## src/rtl/lsu_pkg.sv

```systemverilog
// Shared types and default widths for the load/store unit front end.
package lsu_pkg;

   localparam int unsigned ADDR_W_DEF = 8;
   localparam int unsigned DATA_W_DEF = 8;
   localparam int unsigned DEPTH_DEF  = 4;

   typedef enum logic [1:0] {
      IDLE,
      LD_ISSUE,
      LD_WAIT
   } state_t;

   typedef struct packed {
      logic [ADDR_W_DEF-1:0] addr;
      logic [DATA_W_DEF-1:0] data;
   } entry_t;

endpackage

```

## src/rtl/store_buffer_fifo.sv

```systemverilog
// Circular store buffer with head/tail/count and a parallel youngest-match
// address search used for store-to-load forwarding.
module store_buffer_fifo
   import lsu_pkg::*;
#(
   parameter int unsigned DEPTH  = DEPTH_DEF,
   parameter int unsigned ADDR_W = ADDR_W_DEF,
   parameter int unsigned DATA_W = DATA_W_DEF
) (
   input  logic                     clock,
   input  logic                     reset_n,
   input  logic                     push,
   input  logic [ADDR_W-1:0]        pushAddr,
   input  logic [DATA_W-1:0]        pushData,
   input  logic                     pop,
   input  logic [ADDR_W-1:0]        searchAddr,
   output logic                     hit,
   output logic [DATA_W-1:0]        hitData,
   output logic [ADDR_W-1:0]        headAddr,
   output logic [DATA_W-1:0]        headData,
   output logic [$clog2(DEPTH):0]   count
);

   localparam int unsigned PW = $clog2(DEPTH);

   logic [ADDR_W-1:0] addrMem [DEPTH];
   logic [DATA_W-1:0] dataMem [DEPTH];
   logic [PW-1:0]     head;
   logic [PW-1:0]     tail;
   logic [PW-1:0]     idx;

   always_ff @(posedge clock) begin
      if (push) begin
         addrMem[tail] <= pushAddr;
         dataMem[tail] <= pushData;
      end
   end

   // Pointers wrap naturally because DEPTH is a power of two.
   always_ff @(posedge clock) begin
      if (!reset_n) begin
         head  <= '0;
         tail  <= '0;
         count <= '0;
      end else begin
         if (push) tail <= tail + 1'b1;
         if (pop)  head <= head + 1'b1;
         if (push && !pop)
            count <= count + 1'b1;
         else if (!push && pop)
            count <= count - 1'b1;
      end
   end

   assign headAddr = addrMem[head];
   assign headData = dataMem[head];

   // Walk oldest to youngest so the last match (youngest store) wins.
   always_comb begin
      hit     = 1'b0;
      hitData = '0;
      idx     = '0;
      for (int unsigned i = 0; i < DEPTH; i++) begin
         idx = head + PW'(i);
         if ((i < 32'(count)) && (addrMem[idx] == searchAddr)) begin
            hit     = 1'b1;
            hitData = dataMem[idx];
         end
      end
   end

endmodule

```

## src/rtl/store_buffer_lsu.sv

```systemverilog
// Load/store front end: buffers stores, drains them in idle port cycles,
// forwards buffered data to loads and sends misses through the memory read path.
module store_buffer_lsu
   import lsu_pkg::*;
#(
   parameter int unsigned DEPTH  = DEPTH_DEF,
   parameter int unsigned ADDR_W = ADDR_W_DEF,
   parameter int unsigned DATA_W = DATA_W_DEF
) (
   input  logic              clock,
   input  logic              reset_n,
   input  logic              reqValid,
   input  logic              reqWrite,
   input  logic [ADDR_W-1:0] reqAddr,
   input  logic [DATA_W-1:0] reqData,
   output logic              reqReady,
   output logic              respValid,
   output logic [DATA_W-1:0] respData,
   output logic              empty,
   output logic              memRead,
   output logic              memWrite,
   output logic [ADDR_W-1:0] memAddr,
   output logic [DATA_W-1:0] memData,
   input  logic [DATA_W-1:0] memOut
);

   localparam int unsigned CW = $clog2(DEPTH) + 1;

   state_t            state;
   logic [ADDR_W-1:0] ldAddr;
   logic [DATA_W-1:0] respHold;
   logic [CW-1:0]     count;
   logic              hit;
   logic [DATA_W-1:0] hitData;
   logic [ADDR_W-1:0] headAddr;
   logic [DATA_W-1:0] headData;
   logic              full;
   logic              accept;
   logic              push;
   logic              drain;

   assign full     = (count == CW'(DEPTH));
   assign reqReady = reset_n && (state == IDLE) && !(reqWrite && full);
   assign accept   = reqValid && reqReady;
   assign push     = accept && reqWrite;

   // A full buffer drains even under request pressure so stores can progress.
   assign drain    = reset_n && (count != '0) && (state != LD_ISSUE) &&
                     (!reqValid || full);

   assign memRead  = reset_n && (state == LD_ISSUE);
   assign memWrite = drain;
   assign memAddr  = (state == LD_ISSUE) ? ldAddr : headAddr;
   assign memData  = headData;
   assign empty    = (count == '0);
   assign respData = (state == LD_WAIT) ? memOut : respHold;

   store_buffer_fifo #(
      .DEPTH  (DEPTH),
      .ADDR_W (ADDR_W),
      .DATA_W (DATA_W)
   ) u_fifo (
      .clock      (clock),
      .reset_n    (reset_n),
      .push       (push),
      .pushAddr   (reqAddr),
      .pushData   (reqData),
      .pop        (drain),
      .searchAddr (reqAddr),
      .hit        (hit),
      .hitData    (hitData),
      .headAddr   (headAddr),
      .headData   (headData),
      .count      (count)
   );

   always_ff @(posedge clock) begin
      if (!reset_n) begin
         state     <= IDLE;
         respValid <= 1'b0;
         respHold  <= '0;
         ldAddr    <= '0;
      end else begin
         respValid <= 1'b0;
         case (state)
            IDLE: begin
               if (accept && !reqWrite) begin
                  if (hit) begin
                     respValid <= 1'b1;
                     respHold  <= hitData;
                  end else begin
                     ldAddr <= reqAddr;
                     state  <= LD_ISSUE;
                  end
               end
            end
            LD_ISSUE: begin
               respValid <= 1'b1;
               state     <= LD_WAIT;
            end
            LD_WAIT: begin
               respHold <= memOut;
               state    <= IDLE;
            end
            default: state <= IDLE;
         endcase
      end
   end

endmodule
```

## config.mk

```make
export PLATFORM = sky130hd
export DESIGN_NAME = store_buffer_lsu
export DESIGN_NICKNAME = d
export VERILOG_FILES = /design/src/rtl/lsu_pkg.sv /design/src/rtl/store_buffer_fifo.sv /design/src/rtl/store_buffer_lsu.sv
export SDC_FILE = /design/constraint.sdc
export NUM_CORES = 1
export LEC_CHECK = 0
export CAP_MARGIN = 20
export CORE_ASPECT_RATIO = 1.1
export CORE_MARGIN = 2
export CORE_UTILIZATION = 54
export CTS_BUF_LIST = sky130_fd_sc_hd__clkbuf_2 sky130_fd_sc_hd__clkbuf_4 sky130_fd_sc_hd__clkbuf_8
export DETAILED_ROUTE_END_ITERATION = 8
export PLACE_DENSITY = 0.79
export REMOVE_ABC_BUFFERS = 1
export SYNTH_ARGS = -nofsm -noshare
export SYNTH_HDL_FRONTEND = slang
export SYNTH_SLANG_ARGS = --single-unit
```

## constraint.sdc

```tcl
create_clock -name clock -period 2.3 [get_ports clock]
set_input_delay 0.46 -clock clock [delete_from_list [all_inputs] [get_ports clock]]
set_output_delay 0.46 -clock clock [all_outputs]
set_load 0.02 [all_outputs]
```

======== After elaboration in Yosys (flattened, before gate mapping) ========
Memory sizes are Yosys's and may differ from the RTL's. A register that Yosys moved wholly into a read port is not among the register bits.
Index checks and enable logic that the tools add are counted.
word-level totals
  bits in registers ....................... 26
  bits in writable memories ............... 64
  input port bits ......................... 28
  output and inout port bits .............. 29
  memories kept ........................... 2
memories
  memory          depth  width  rd ports  clocked after memory_dff  wr ports  line                     text
  u_fifo.addrMem  4      8      4         1                         1         store_buffer_fifo.sv:26  logic [ADDR_W-1:0] addrMem [DEPTH];
  u_fifo.dataMem  4      8      4         1                         1         store_buffer_fifo.sv:27  logic [DATA_W-1:0] dataMem [DEPTH];
cells by class
  add/sub/neg operators ................... 6
  order comparisons ....................... 4
  equality and inequality tests ........... 11
  mux-type cells .......................... 27
  bitwise logic cells ..................... 1
  reduce and logical (&&, ||, !) cells .... 30
operator list
  operator                                               count
  2-to-1 mux 8 bit                                       8
  == test 8 bit                                          4
  logical AND 1 bit                                      16
  one-hot mux 8 bit (2 select lines)                     1
  2-to-1 mux 2 bit                                       6
  2-to-1 mux 1 bit                                       8
  < comparator 1 x 3 -> 1 bit, first input constant      2
  < comparator 2 x 3 -> 1 bit, first input constant      2
  2-to-1 mux 3 bit                                       2
  AND reduction 3 bit                                    2
  logical NOT 1 bit                                      5
  adder 2 x 1 -> 2 bit, second input constant            2
  adder 2 bit, second input constant                     2
  inequality test 2 x 1 -> 1 bit, second input constant  2
  inequality test 2 bit, second input constant           2
  one-hot mux 2 bit (2 select lines)                     1
  nonzero test 2 bit                                     2
  adder 3 x 1 -> 3 bit, second input constant            1
  == test 3 bit, second input constant                   1
  logical NOT 3 bit                                      1
  nonzero test 3 bit                                     1
  subtractor 3 x 1 -> 3 bit, second input constant       1
  == test 2 x 1 -> 1 bit, second input constant          1
  == test 2 bit, second input constant                   1
  other kinds (5)                                        5

======== Logic depth before layout (Yosys ltp) ========
Gate-level depths: netlist of run 1.
  word-level depth ........................ 10
  mapped depth ............................ 12
  depth with buffers taken out ............ 10

======== Cells and area by module ========
From an unflattened synthesis of run 1, not the netlist that was laid out.
second synthesis, totals
  cells, all modules ...................... 465
  area, all modules ....................... 5838.1 um^2
by module, submodules not included
  module             instances  cells an instance  area each (um^2)
  store_buffer_fifo  1          344                4727.0
  store_buffer_lsu   1          121                1111.1

======== Worst setup path after synthesis of run 1 ========
No wires, ideal clock.
  path kind ............................... input to register
  start point ............................. input reset_n
  end point ............................... register u_fifo.count[2]
  library setup time ...................... 0.071 ns
  arrival ................................. 2.692 ns
  data required time ...................... 2.229 ns
  slack ................................... -0.463 ns
  stages .................................. 9
  cells stage by stage .................... clkbuf_1 > inv_1 > or3_1 > a31oi_1 > and3_1 > clkbuf_1 > ha_1 > or3_1 > a21oi_1
between the ends
  word-level cells in the longest chain between the ends .. 7
RTL lines
  what                                line                     text
  start: declaration                  store_buffer_lsu.sv:11   input logic reset_n,
  logical AND 1 bit (*) (2 in a row)  store_buffer_lsu.sv:43   assign reqReady = reset_n && (state == IDLE) && !(reqWrite && full);
  net reqReady                        store_buffer_lsu.sv:16   output logic reqReady,
  logical AND 1 bit (*)               store_buffer_lsu.sv:44   assign accept = reqValid && reqReady;
  logical AND 1 bit (*)               store_buffer_lsu.sv:45   assign push = accept && reqWrite;
  net push                            store_buffer_lsu.sv:39   logic push;
  logical NOT 1 bit                   store_buffer_fifo.sv:50  else if (!push && pop)
  logical AND 1 bit                   store_buffer_fifo.sv:50
  nonzero test 2 bit (no line)        n/a
  end signal: assignment              store_buffer_fifo.sv:49  count <= count + 1'b1;
  end signal: assignment              store_buffer_fifo.sv:51  count <= count - 1'b1;
  end: declaration                    store_buffer_fifo.sv:21  output logic [$clog2(DEPTH):0] count
Mark *: on every way through the listed nets, which the timed path passes. The rest lies on a longest branch.
A chain may end at the register's enable or synchronous reset.

======== Worst setup path after layout of run 1 ========
  start point ............................. register u_fifo.head[1]
  end point ............................... register respHold[3]
between the ends
  word-level cells in the longest chain between the ends .. 10
RTL lines
  what                                line                     text
  start: declaration                  store_buffer_fifo.sv:28  logic [PW-1:0] head;
  start signal: assignment            store_buffer_fifo.sv:47  if (pop) head <= head + 1'b1;
  adder 2 x 1 -> 2 bit                store_buffer_fifo.sv:64  idx = head + PW'(i);
  memory (4 x 8 bit)                  n/a
  == test 8 bit                       store_buffer_fifo.sv:65  if ((i < 32'(count)) && (addrMem[idx] == searchAddr)) begin
  logical AND 1 bit                   store_buffer_fifo.sv:65
  2-to-1 mux 8 bit (3 in a row)       store_buffer_fifo.sv:65
  2-to-1 mux 8 bit                    store_buffer_lsu.sv:88   if (hit) begin
  2-to-1 mux 8 bit                    store_buffer_lsu.sv:87   if (accept && !reqWrite) begin
  one-hot mux 8 bit (2 select lines)  store_buffer_lsu.sv:85   case (state)
  end signal: assignment              store_buffer_lsu.sv:90   respHold <= hitData;
  end signal: assignment              store_buffer_lsu.sv:102  respHold <= memOut;
  end: declaration                    store_buffer_lsu.sv:31   logic [DATA_W-1:0] respHold;
Several ways; a longest one is shown, not always the timed one. The select of a mux whose other input is x is not followed.

==> results of run 1 <==
## path summary, 6_finish.rpt
kind / start / to / depth (start not counted) / slack (ns)
setup / recovery: u_fifo.head[1] / respHold[3] / 13 / -0.55
hold / removal: ldAddr[4] / ldAddr[4] / 2 / 0.52
setup reg to reg: u_fifo.head[1] / respHold[3] / 13 / -0.55
hold reg to reg: ldAddr[4] / ldAddr[4] / 2 / 0.52
## state kept, by name (all words and copies together) (netlist names), named ones only
signal,count
respValid,1
u_fifo.dataMem,32
u_fifo.head,2
ldAddr,8
u_fifo.count,3
state,2
u_fifo.tail,2
respHold,8
u_fifo.addrMem,32
## stage by stage
step           utilization, %  power [mW]
6_report                 76.6        6.17
5_1_grt                  76.6        6.38
4_1_cts                  73.6        5.87
3_5_place_dp             69.5        4.58
3_3_place_gp             69.5        4.50
2_1_floorplan               -        3.51
## worst reg2reg max path, cell delays in order (launching register included)
cell,delay (ns)
dfxtp_4,0.40
buf_12,0.15
buf_8,0.14
mux2i_2,0.28
buf_4,0.16
xor2_1,0.20
nand4_1,0.21
mux2i_2,0.26
buf_4,0.16
a21oi_2,0.08
a31oi_4,0.27
buf_6,0.19
o31a_1,0.15
o31a_1,0.15
## layer usage
metal | global-route usage (%) | routed length, microns
met1 | 36.1 | 6480
met2 | 46.2 | 9060
met3 | 5.62 | 1550
met5 | 0 | 0
met4 | 12.1 | 622
## power by group through the flow
| stage | sequential (mW) | clock (mW) | combinational [mW] |
|---|---|---|---|
| after floorplan | 2.15 | 0 | 1.36 |
| after global placement | 1.97 | 0 | 2.53 |
| after detailed placement | 1.98 | 0 | 2.60 |
| after CTS | 1.94 | 1.19 | 2.73 |
| after global routing | 1.96 | 1.27 | 3.15 |
| final | 1.95 | 1.21 | 3.01 |
## area by class of cell
type	instances	area share (%)
timing repair buffer	191	21.2
inverter	13	0.607
sequential	92	31.1
tap	143	2.23
multi-input combinational	325	42.3
clock buffer	10	1.63
clock inverter	6	0.981
## repair_timing
action,CTS,global route
setup endpoints to repair,113,35
pin swaps,15,22
gates cloned,0,2
buffers inserted,12,12
resized for setup,97,55
## cells by family after synthesis
| logic type | after synthesis | share of synthesized area [%] |
|---|---|---|
| multiplexers | 100 | 27.5 |
| flip-flops | 92 | 42.5 |
| adder cells (fa/ha/maj) | 9 | 1.93 |
| buffers and inverters | 48 | 4.60 |
| AO/OA/AOI/OAI | 58 | 7.73 |
| AND/OR/NAND/NOR | 119 | 9.93 |
| XOR/XNOR | 39 | 5.84 |
## cell usage after synthesis (all sizes together), types with 6 or more instances
master  instances
and2            6
buf            24
clkbuf         11
mux4           46
nand2b          8
nand2          37
mux2           11
a31oi          13
a21oi          10
edfxtp         64
o31a            6
dfxtp          28
inv            12
xnor2          19
ha              9
nor2           30
o21ai          10
nand3           9
mux2i          43
nor3            6
xor2           20
==> impl_metrics.toml, run 1 <==
[placed_design]
gp_congestion = 0.902
dp_hpwl_microns = 10800
placedCellCount = 739
port_buffers = 56
place_area_sq_um = 7290
place_ws_ns = -0.719

[sta]
timing.final.hold_violations = 0
final.setup.tns_ns = -9.71
max-slew-margin-rel_pct = 71.7
rsz0062_at_grt = "yes"
slew_viol_final = 0
hold_ws_ns = 0.519
max_freq_ghz = 0.351
setup_viol = 28
worst_pin_slew_ns = 0.424
final.period_utilization_pct = 124
clock_skew_ns = 0.0175
finalWorstSetupSlack_ns = -0.550
fin_crit_ns = 2.85

[setup_path]
end_kind = "flip-flop"
cp.arrival_ns = 3.17
slowest_stage = "dfxtp_4"
path_max_fanout = 8
cp_top_family = "buffers and inverters"
crit_buf_inv = 5
crit_type = "reg -> reg"
crit_chain = "buf_12, buf_8, mux2i_2, buf_4, xor2_1, nand4_1, mux2i_2, buf_4, a21oi_2, a31oi_4, buf_6, o31a_1, o31a_1"
critical_path.max_stage_delay_ns = 0.40
startpoint_type = "flip-flop"
critPathRequiredTime_ns = 2.62

[yosys]
synth-main-ff-cell = "edfxtp_1"
yosys_warnings = 0
synthDominantCellAreaShare_pct = 32.9
yosys-top-cells-area = "edfxtp_1 33%, mux4_2 16%, dfxtp_1 9.6%"
ys_ff_latch = 92
netlist_area_sq_um = 5850
synth_edf_count = 64
synthArstFlopShare_pct = 0
synthCells = 465
yosysTopAreaCell = "edfxtp_1"
avgSynthCellArea_sq_um = 12.6
synth_seq_area_share_pct = 42.5
synth.distinct_cells = 53

[power]
switchingPower_mw = 2.16
power_frac_comb_pct = 48.8
clockPowerShare_pct = 19.6
power_density_nw_per_um2 = 767
worst_ir_drop_vdd_mv = 0.654
p_int_mw = 4.01
p_leak_nw = 2.99
p_seq_share_pct = 31.7
power.share.switching_pct = 35.0

[detailed_routing]
viasPerCell = 6.31
drtIter0Drc = 512
vias = 4919
routedWlPerCell_microns = 22.7
drcViolationCount = 0
drt_pass1_iterations = 5
wl_microns = 17700
drtAntennaViolNets = 0

[cells_and_area]
final_cell_mix = "111 x buf_4, 64 x edfxtp_1, 43 x mux4_2"
design_area_sq_um = 8040
syn_to_final_growth_pct = 37.5
diodes = 0
fillers = 602
final_nets = 669
fin_cells = 780
multi_input_area_sq_um = 3400
final_common_cell = "buf_4"
drive_above_1_share_pct = 43.8
seqCellArea_sq_um = 2500

[status]
outcome = "complete, but fails checks"
violations = "setup timing"

[die]
row_count = 39
fp.dieH_microns = 113
die_x_microns = 103
coreArea_sq_um = 10500
io-pin-count = 57
die-area_sq_um = 11700
floorplan.initialDensity_pct = 55.7

[clocking]
cts_root_buf = "clkbuf_8"
clk_pin_slew_ns = 0.09
cts.sinks = 92
cts_buffer_depth = 2
cts_made_buffers = 9
cts_tree = "yes"
clock_latency_ns = 0.39
htree_levels = 3
ctsHoldBuffers = 0

[global_routing]
grt_pass1_vias = 4745
grt_max_degree = 22
grt_pass1_wl_microns = 24400
grt_overflow = 0
antenna_found_initial = 0
grt_usage_pct = 28.1

[flow_run]
maxCapViolCount = 0

[min_path]
min_path_type = "reg -> reg"
Power figures use the tool's default switching activity.
==> run 2: changes to the inputs <==
TNS_END_PERCENT = 5   (was unset)
==> run 2 against run 1 <==
Net effect: the flow still finishes with violations (setup timing); sequential power barely moved; die area did not move; combinational power fell by 7.0%; setup slack improved by 0.063 ns; non-clock buffer count fell by 13; clock power barely moved; critical path depth fell by 3; hold slack got worse by 0.019 ns; fmax rose by 2.3%; register-to-register slack improved by 0.06 ns; highest routed layer unchanged.
==> impl_metrics.toml, run 2 (synthesis results as in run 1) <==
[detailed_routing]
drtAntennaViolNets = 0
drtIter0Drc = 353
drcViolationCount = 0
wl_microns = 15800
vias = 4684
viasPerCell = 6.11
routedWlPerCell_microns = 20.6
drt_pass1_iterations = 5

[power]
p_seq_share_pct = 32.9
power_frac_comb_pct = 47.1
power.share.switching_pct = 34.0
worst_ir_drop_vdd_mv = 0.683
p_int_mw = 3.91
power_density_nw_per_um2 = 767
clockPowerShare_pct = 20.0
p_leak_nw = 2.83
switchingPower_mw = 2.02

[setup_path]
startpoint_type = "flip-flop"
crit_type = "reg -> reg"
critPathRequiredTime_ns = 2.61
end_kind = "flip-flop"
cp.arrival_ns = 3.10
path_max_fanout = 12

[sta]
clock_skew_ns = 0.00893
final.period_utilization_pct = 121
max-slew-margin-rel_pct = 73.8
slew_viol_final = 0
max_freq_ghz = 0.359
setup_viol = 24
finalWorstSetupSlack_ns = -0.487
worst_pin_slew_ns = 0.393
timing.final.hold_violations = 0
fin_crit_ns = 2.79
rsz0062_at_grt = "yes"

[placed_design]
place_area_sq_um = 7290
port_buffers = 56
gp_congestion = 0.902
dp_hpwl_microns = 10800
placedCellCount = 739

[die]
io-pin-count = 57
floorplan.initialDensity_pct = 55.7
die_x_microns = 103
fp.dieH_microns = 113
row_count = 39
die-area_sq_um = 11700
coreArea_sq_um = 10500

[clocking]
cts_tree = "yes"
htree_levels = 3
cts_made_buffers = 9
cts_root_buf = "clkbuf_8"
clock_latency_ns = 0.37
cts_buffer_depth = 2
clk_pin_slew_ns = 0.09
cts.sinks = 92
ctsHoldBuffers = 0

[cells_and_area]
design_area_sq_um = 7730
final_nets = 656
diodes = 0
final_common_cell = "buf_4"
fin_cells = 767
syn_to_final_growth_pct = 32.2
final_cell_mix = "106 x buf_4, 64 x edfxtp_1, 44 x mux4_2"
final_core_util_pct = 73.7
drive_above_1_share_pct = 39.9
reg_top3 = "u_fifo.addrMem x32, u_fifo.dataMem x32"

[global_routing]
grt_max_degree = 22
grt_pass1_vias = 4729
grt_usage_pct = 28.1
antenna_found_initial = 0
grt_overflow = 0
grt_pass1_wl_microns = 24400

[flow_run]
maxCapViolCount = 0

[status]
outcome = "complete, but fails checks"
violations = "setup timing"

[min_path]
min_path_type = "reg -> reg"
==> run 2: critical path, cell delays in order, from the launching register on <==
cell and delay [ns]:
dfxtp_4 0.39, buf_12 0.15, mux2i_1 0.24, xor2_1 0.29
nand4_1 0.22, a2111oi_4 0.46, nand2_2 0.11, buf_4 0.17
a211o_1 0.38, nor3_2 0.17, o31a_1 0.14
==> run 2: repair_timing <==
item / CTS / global route
setup endpoints to repair: 113 / 36
gates resized for setup: 83 / 40
pin swaps: 13 / 12
setup buffers: 10 / 2
==> run 2: cell type report <==
type / instances / area (sq um)
Inverter: 13 / 48.8
Fill cell: 667 / 2760
Sequential cell: 92 / 2500
Timing Repair Buffer: 178 / 1540
Tap cell: 143 / 179
Clock buffer: 10 / 131
Clock inverter: 6 / 78.8
Multi-Input combinational cell: 325 / 3260
==> run 2: routing by layer <==
metal / GRT usage, % / up-vias / share of wire (%)
li1: - / 2077 / -
met1: 36.6 / 2343 / 39
met2: 46.3 / 218 / 52
met3: 4.69 / 46 / 6.4
met4: 11.8 / 0 / 2.7
met5: 0 / - / 0
==> run 2: power by group through the flow <==
stage / clock network (mW) / registers, mW / logic, mW
after detailed placement: 0 / 1.98 / 2.60
after global routing: 1.26 / 1.96 / 2.97
after CTS: 1.19 / 1.94 / 2.70
after floorplan: 0 / 2.15 / 1.36
after global placement: 0 / 1.97 / 2.53
final: 1.18 / 1.95 / 2.80
==> run 2: worst paths after layout <==
path | slack (ns) | startpoint | cells past startpoint | endpoint
setup reg to reg | -0.49 | u_fifo.head[1] | 10 | respHold[7]
hold / removal | 0.50 | ldAddr[2] | 2 | ldAddr[2]
hold reg to reg | 0.50 | ldAddr[2] | 2 | ldAddr[2]
setup / recovery | -0.49 | u_fifo.head[1] | 10 | respHold[7]
==> run 2: metrics by stage <==
step / hold slack, ns / power [mW] / TNS, ns / worst slack [ns]
2_1_floorplan: 0.456 / 3.51 / -54.16 / -2.02
3_3_place_gp: 0.469 / 4.50 / -47.49 / -0.660
3_5_place_dp: 0.481 / 4.58 / -48.12 / -0.719
4_1_cts: 0.503 / 5.83 / -6.20 / -0.332
5_1_grt: 0.527 / 6.19 / -8.79 / -0.530
6_report: 0.500 / 5.93 / -7.17 / -0.487
